### config.mk
export PLATFORM = sky130hd
export DESIGN_NAME = plca_ctrl_sync
export DESIGN_NICKNAME = d
export VERILOG_FILES = /design/src/rtl/plca_ctrl_sync.sv
export SDC_FILE = /design/constraint.sdc
export NUM_CORES = 1
export LEC_CHECK = 0
export BUFFER_PORTS_ARGS = -buffer_cell sky130_fd_sc_hd__buf_2
export CAP_MARGIN = 15
export CORE_UTILIZATION = 40
export DETAILED_ROUTE_END_ITERATION = 10
export PLACE_DENSITY = 0.65
export RECOVER_POWER = 100
export SYNTH_ARGS = -nofsm -noshare
export SYNTH_HDL_FRONTEND = slang
export SYNTH_SLANG_ARGS = --single-unit
### constraint.sdc
create_clock -name clk -period 3.8 [get_ports clk]
set_input_delay 0.76 -clock clk [delete_from_list [all_inputs] [get_ports clk]]
set_output_delay 0.76 -clock clk [all_outputs]
set_load 0.1 [all_outputs]
### src/rtl/plca_ctrl_sync.sv
// plca_ctrl_sync: clocked PLCA control state machine with built-in cycle-count timers.
// Sits between the RS/PCS status inputs and the PLCA data path outputs.
// Ports:
//   clk, rst_n            clock, synchronous active-low reset
//   plca_en               PLCA enable
//   local_node_id         this node's ID (0 = coordinator, all-ones = unassigned)
//   node_count            TOs per cycle (coordinator only)
//   max_bc                maximum burst count
//   pmcd, crs, tx_en, col, receiving, packet_pending   PHY/MAC status
//   rx_cmd / tx_cmd       00 BEACON, 01 COMMIT, 10 NONE
//   committed             node owns the current TO
//   plca_active           PLCA cycle synchronised
//   cur_id, bc            current TO owner, burst count
//   txop_end              one-cycle pulse on each NEXT_TXOP entry
//   state                 observable FSM state
module plca_ctrl_sync #(
  parameter int unsigned ID_W           = 8,
  parameter int unsigned BC_W           = 8,
  parameter int unsigned TO_CYC         = 32,
  parameter int unsigned BEACON_CYC     = 20,
  parameter int unsigned BEACON_DET_CYC = 22,
  parameter int unsigned BURST_CYC      = 128,
  parameter int unsigned INV_BEACON_CYC = 4000
) (
  input  logic            clk,
  input  logic            rst_n,
  input  logic            plca_en,
  input  logic [ID_W-1:0] local_node_id,
  input  logic [ID_W-1:0] node_count,
  input  logic [BC_W-1:0] max_bc,
  input  logic            pmcd,
  input  logic            crs,
  input  logic            tx_en,
  input  logic            col,
  input  logic            receiving,
  input  logic            packet_pending,
  input  logic [1:0]      rx_cmd,
  output logic [1:0]      tx_cmd,
  output logic            committed,
  output logic            plca_active,
  output logic [ID_W-1:0] cur_id,
  output logic [BC_W-1:0] bc,
  output logic            txop_end,
  output logic [3:0]      state
);

  typedef enum logic [3:0] {
    StDisable    = 4'h0, StResync  = 4'h1, StRecover  = 4'h2, StSendBeacon = 4'h3,
    StSyncing    = 4'h4, StWaitTo  = 4'h5, StEarlyRx  = 4'h6, StCommit     = 4'h7,
    StYield      = 4'h8, StReceive = 4'h9, StTransmit = 4'hA, StBurst      = 4'hB,
    StNextTxop   = 4'hC, StAbort   = 4'hD
  } state_e;

  localparam logic [1:0] CmdBeacon = 2'b00;
  localparam logic [1:0] CmdCommit = 2'b01;
  localparam logic [1:0] CmdNone   = 2'b10;

  function automatic int unsigned max2(int unsigned a, int unsigned b);
    return (a > b) ? a : b;
  endfunction

  // Timer bank: index constants and shared counter width.
  localparam int NT      = 5;
  localparam int TTo     = 0;
  localparam int TBeacon = 1;
  localparam int TDet    = 2;
  localparam int TBurst  = 3;
  localparam int TInv    = 4;
  localparam int unsigned TMax = max2(max2(max2(TO_CYC, BEACON_CYC), max2(BEACON_DET_CYC,
                                      BURST_CYC)), INV_BEACON_CYC);
  localparam int unsigned TW = $clog2(TMax + 1);
  // Loaded with LEN-1 so that a start decided in cycle N shows expiry in cycle N+LEN.
  localparam logic [NT-1:0][TW-1:0] TLoad = {TW'(INV_BEACON_CYC - 1), TW'(BURST_CYC - 1),
                                             TW'(BEACON_DET_CYC - 1), TW'(BEACON_CYC - 1),
                                             TW'(TO_CYC - 1)};

  state_e            state_q, state_d;
  logic [1:0]        tx_cmd_q, tx_cmd_d;
  logic              committed_q, committed_d;
  logic              plca_active_q, plca_active_d;
  logic [ID_W-1:0]   cur_id_q, cur_id_d;
  logic [BC_W-1:0]   bc_q, bc_d;
  logic              txop_end_q, txop_end_d;

  logic [NT-1:0]         t_run_q, t_run_d, t_start, t_stop, t_exp;
  logic [NT-1:0][TW-1:0] t_cnt_q, t_cnt_d;
  logic                  to_running, det_running;

  logic id_zero, id_ones, id_match, is_beacon, inv_fire;
  logic unused_col;

  assign unused_col = col;
  assign id_zero    = (local_node_id == '0);
  assign id_ones    = (local_node_id == '1);
  assign id_match   = (cur_id_q == local_node_id);
  assign is_beacon  = (rx_cmd == CmdBeacon);

  // Expired is a held level: counter at zero while still armed.
  always_comb begin
    for (int i = 0; i < NT; i++) begin
      t_exp[i] = t_run_q[i] && (t_cnt_q[i] == '0);
    end
    to_running  = t_run_q[TTo] && (t_cnt_q[TTo] != '0);
    det_running = t_run_q[TDet] && (t_cnt_q[TDet] != '0);
  end

  // Next-state selection.
  always_comb begin
    state_d  = state_q;
    inv_fire = 1'b0;
    if (!plca_en || id_ones) begin
      state_d = StDisable;
    end else if (t_exp[TInv]) begin
      state_d  = StResync;
      inv_fire = 1'b1;
    end else begin
      unique case (state_q)
        StDisable:    state_d = id_zero ? StRecover : StResync;
        StResync: begin
          if (id_zero && pmcd && !crs && !tx_en) state_d = StSendBeacon;
          else if (!id_zero && crs)              state_d = StEarlyRx;
        end
        StRecover:    state_d = StWaitTo;
        StSendBeacon: if (t_exp[TBeacon]) state_d = StSyncing;
        StSyncing:    if (!crs) state_d = StWaitTo;
        StWaitTo: begin
          if (crs)                                       state_d = StEarlyRx;
          else if (id_match && packet_pending && plca_active_q) state_d = StCommit;
          else if (id_match)                             state_d = StYield;
          else if (t_exp[TTo])                           state_d = StNextTxop;
        end
        StEarlyRx: begin
          if (receiving && crs) state_d = StReceive;
          else if (!id_zero && !receiving && (is_beacon || (!crs && det_running)))
            state_d = StSyncing;
          else if (id_zero && !crs)                    state_d = StRecover;
          else if (!id_zero && !crs && t_exp[TDet])    state_d = StResync;
        end
        StCommit: begin
          if (tx_en)                state_d = StTransmit;
          else if (!packet_pending) state_d = StAbort;
        end
        StYield: begin
          if (crs && to_running) state_d = StEarlyRx;
          else if (t_exp[TTo])   state_d = StNextTxop;
        end
        StReceive:    if (!crs) state_d = StNextTxop;
        StTransmit: begin
          if (!tx_en && (bc_q < max_bc)) state_d = StBurst;
          else if (!tx_en && !crs)       state_d = StNextTxop;
        end
        StBurst: begin
          if (tx_en)                state_d = StTransmit;
          else if (t_exp[TBurst])   state_d = StAbort;
        end
        StNextTxop: begin
          if ((id_zero && (cur_id_q >= node_count)) || (cur_id_q == '1)) state_d = StResync;
          else                                                           state_d = StWaitTo;
        end
        StAbort:      if (!crs) state_d = StNextTxop;
        default:      state_d = StDisable;
      endcase
    end
  end

  // Entry actions and timer commands, applied on the edge that enters the state.
  always_comb begin
    tx_cmd_d      = tx_cmd_q;
    committed_d   = committed_q;
    plca_active_d = plca_active_q;
    cur_id_d      = cur_id_q;
    bc_d          = bc_q;
    txop_end_d    = 1'b0;
    t_start       = '0;
    t_stop        = '0;

    // Followers keep pushing the invalid-beacon deadline out while syncing on non-beacons.
    if (state_q == StSyncing && !id_zero && !is_beacon) t_start[TInv] = 1'b1;

    if (state_d != state_q) begin
      case (state_d)
        StDisable: begin
          tx_cmd_d      = CmdNone;
          committed_d   = 1'b0;
          plca_active_d = 1'b0;
          cur_id_d      = '0;
          bc_d          = '0;
          t_start       = '0;
          t_stop        = '1;
        end
        StResync, StRecover: plca_active_d = 1'b0;
        StSendBeacon: begin
          tx_cmd_d         = CmdBeacon;
          plca_active_d    = 1'b1;
          t_start[TBeacon] = 1'b1;
        end
        StSyncing: begin
          cur_id_d      = '0;
          tx_cmd_d      = CmdNone;
          plca_active_d = 1'b1;
        end
        StWaitTo:  t_start[TTo] = 1'b1;
        StEarlyRx: begin
          t_stop[TTo]   = 1'b1;
          t_start[TDet] = 1'b1;
        end
        StCommit: begin
          tx_cmd_d    = CmdCommit;
          committed_d = 1'b1;
          bc_d        = '0;
          t_stop[TTo] = 1'b1;
        end
        StTransmit: begin
          tx_cmd_d = CmdNone;
          if (bc_q >= max_bc) committed_d = 1'b0;
        end
        StBurst: begin
          bc_d            = (bc_q == '1) ? bc_q : bc_q + BC_W'(1);
          tx_cmd_d        = CmdCommit;
          t_start[TBurst] = 1'b1;
        end
        StNextTxop: begin
          cur_id_d    = cur_id_q + ID_W'(1);
          committed_d = 1'b0;
          txop_end_d  = 1'b1;
        end
        StAbort: begin
          tx_cmd_d    = CmdNone;
          committed_d = 1'b0;
        end
        default: ;
      endcase
    end

    // Disarm on expiry so the held level does not keep forcing RESYNC.
    if (inv_fire) begin
      t_start[TInv] = 1'b0;
      t_stop[TInv]  = 1'b1;
    end
  end

  always_comb begin
    for (int i = 0; i < NT; i++) begin
      t_run_d[i] = t_run_q[i];
      t_cnt_d[i] = t_cnt_q[i];
      if (t_start[i]) begin
        t_run_d[i] = 1'b1;
        t_cnt_d[i] = TLoad[i];
      end else if (t_stop[i]) begin
        t_run_d[i] = 1'b0;
      end else if (t_run_q[i] && (t_cnt_q[i] != '0)) begin
        t_cnt_d[i] = t_cnt_q[i] - TW'(1);
      end
    end
  end

  always_ff @(posedge clk) begin
    if (!rst_n) begin
      state_q       <= StDisable;
      tx_cmd_q      <= CmdNone;
      committed_q   <= 1'b0;
      plca_active_q <= 1'b0;
      cur_id_q      <= '0;
      bc_q          <= '0;
      txop_end_q    <= 1'b0;
      t_run_q       <= '0;
      t_cnt_q       <= '0;
    end else begin
      state_q       <= state_d;
      tx_cmd_q      <= tx_cmd_d;
      committed_q   <= committed_d;
      plca_active_q <= plca_active_d;
      cur_id_q      <= cur_id_d;
      bc_q          <= bc_d;
      txop_end_q    <= txop_end_d;
      t_run_q       <= t_run_d;
      t_cnt_q       <= t_cnt_d;
    end
  end

  assign tx_cmd      = tx_cmd_q;
  assign committed   = committed_q;
  assign plca_active = plca_active_q;
  assign cur_id      = cur_id_q;
  assign bc          = bc_q;
  assign txop_end    = txop_end_q;
  assign state       = state_q;

endmodule

==> results.ini <==
[synthesis]
ys_seq_elements = 90
netlist_instances = 726
synthesis.nets = 786
netlist_area_um2 = 5800
netlist_top_cells_area = dfxtp_1 (31%), nor2_1 (5.8%), ha_1 (5.4%)
ys_types = 78
synth_seq_area_share_pct = 31.1
yosys.area.top_type = dfxtp_1
synth_largest_type_area_fraction_pct = 31.1
synthArstFlopShare_pct = 0
synth_top_flop_cell = dfxtp_1
synth_area_per_cell_um2 = 7.99
synthesis.yosys.warnings = 0
number_of_synthesized_flops_with_an_enable_pin = 0

[worst_setup_path]
worst_r2r_path_depth = 12
worst_r2r_endpoint = t_cnt_q[22]
critPathLaunch = local_node_id[0]
critPathCapture = t_cnt_q[22]
worst_r2r_startpoint = t_cnt_q[31]
cp.required_ps = 4040
critical_path.endpoint_type = register
rrSetupSlack_ps = 200
path_class = primary input to register
critPathLaunchType = primary input
crit_path_arrival_time_ps = 3910
worst-path-max-fanout = 6

[die]
io_pins = 60
fp.dieW_um = 122
die_area_um2 = 15000
rows = 43
initial_util_pct = 41.5
core_area_um2 = 14000
die_height_um = 122

[detailed_routing]
route.antenna.remaining_nets = 0
initial_drt_markers = 285
drc = 0
drtPass1Iterations = 5
vias_post_dr = 5631
routed_via_density = 5.44
wl_um = 15400
route.detailed.wl_per_inst_um = 14.8

[global_routing]
grt_pass1_wl_um = 25600
grt_start_max_net_pins = 35
number_of_antenna_violations_at_the_first_check_in_global_routing = 1
grt_pass1_vias = 5348
overflow = 0
globalRouteTotalUtil_pct = 21.6

[clock_network]
root_buffer_cell = clkbuf_16
clock_network_latency_to_the_later_pin_of_the_worst_skew_pair_ps = 350
cts_max_level = 3
cts_tree = done
ctsLongestPathBuffers = 2
cts-hold-fix-buffers = 0
worst_setup_hold_path_clk_slew_ps = 60
clock_sinks = 90
cts_inserted_buffers = 9

[sta]
setup_slack_ps = 124
timing_hold_violations_final = 0
max_slew.worst_pin.slew_ps = 1200
final_min_period_over_clock_period_pct = 96.7
slew_viol_final = 0
hold_worst_slack_ps = 481
fmaxAchievable_mhz = 272
slew_headroom_pct = 20.2
setup-violations-final = 0
finClkSkew_ps = 6.53
crit_path_time_final_ps = 3680

[placed_design]
number_of_cells_in_the_design_after_placement = 1016
place.detailed.hpwl_um = 11500
port_buffers = 58
finalWeightedCongestion = 0.895
place_ws_ps = -280

[cells_and_area]
area.sequential_um2 = 1810
final.fill_count = 1402
antenna_cells_inserted = 0
multiInputGateArea_um2 = 3880
mostFrequentLayoutCell = nor2_1
post-route-util_pct = 51.7
finalNetCount = 911
layout.cells.non_filler = 1036
area.growth.synth_to_final_pct = 24.8
layout-drive-gt1-share_pct = 22.0
layout_common_cells = nor2_1 (88), dfxtp_1 (82), buf_4 (77)

[power_and_ir_drop]
ir_drop_uv = 260
power.density_cell_area_nw_per_um2 = 308
finalPower_mw = 2.23
p_leak_nw = 2.88

[min_path]
hold_path_class = register to register

[outcome]
outcome = finished, final reports clean

[run]
number_of_max_cap_violations = 0

## report_power, final
part	internal, mW	total [mW]	switching [mW]	leakage, nW
clock network	0.542	0.911	0.369	0.151
logic	0.148	0.348	0.200	2.00
registers	0.953	0.968	0.0150	0.730
total	1.64	2.23	0.584	2.88
## worst min path at each step
stage	from	endpoint	slack [ps]	cells after the start
floorplan	t_cnt_q[46]	t_cnt_q[46]	450	2
global placement	tx_cmd[1]	tx_cmd[1]	460	1
detailed placement	tx_cmd[1]	tx_cmd[1]	470	1
CTS	tx_cmd[1]	tx_cmd[1]	480	1
global route	tx_cmd[1]	tx_cmd[1]	510	1
finish	tx_cmd[1]	tx_cmd[1]	480	1
## critical path, cell delays in order
cell	delay, ps
buf_2	100
or4_1	560
or2_0	270
mux2_4	320
o311ai_2	250
nor4_2	60
buf_4	160
mux2i_4	180
o2111ai_4	230
o21a_4	300
or4b_1	510
xor2_1	140
nor2_1	50
## per-layer routing
metal	global-route usage, %	part of all wire, %	up-vias
met1	28.5	49	2632
met5	0	0.052	-
met3	4.14	3.8	18
met2	35.3	46	97
met4	6.63	1.6	2
li1	-	-	2882
## sequential cells by signal, summed over array words and instances, names as in the netlist
signal	count
plca_active	1
txop_end	1
tx_cmd	2
bc	8
state	4
t_cnt_q	60
cur_id	8
t_run_q	5
committed	1
## through the flow
step	setup TNS, ps	cell area (um2)
after floorplan	0	5810
after global placement	-9230	6820
after detailed placement	-14290	6820
after CTS	0	7120
after global routing	-8.77	7240
final	0	7240
## synth_stat cells, types with 11 or more instances
| master | count |
|---|---|
| nand4_1 | 26 |
| nand3_1 | 33 |
| and3_1 | 13 |
| o21ai_0 | 26 |
| xor2_1 | 33 |
| nor3_1 | 29 |
| nand2b_1 | 12 |
| xnor2_1 | 33 |
| dfxtp_1 | 90 |
| clkbuf_1 | 16 |
| nand2_1 | 36 |
| inv_1 | 35 |
| a21oi_1 | 53 |
| nor4_1 | 11 |
| ha_1 | 25 |
| nor2_1 | 89 |
## final cells by class
type / instances / area share [%]
multi-input cells: 576 / 53.6
flip-flops and latches: 90 / 25.0
repair buffers: 138 / 12.2
clock buffers: 11 / 3.49
well taps: 180 / 3.11
inverters: 36 / 1.87
clock inverters: 5 / 0.726
## timing repair
action,4_1_cts,5_1_grt
buffers inserted,0,4
setup endpoints to repair,0,63
resized for setup,0,26
hold endpoints to repair,0,0
## cells by family (layout without fill, tap and decap cells)
kind of cell,after synthesis,after routing,share of synthesized area (%)
adders and majority gates,25,25,5.39
and+or+nand+nor,330,330,31.0
AOI/OAI and AO/OA,150,150,17.5
buffers and inverters,60,190,4.08
DFF,90,90,31.1
muxes,5,5,0.949
xor gates and xnor gates,66,66,9.97
Power figures use the tool's default switching activity.
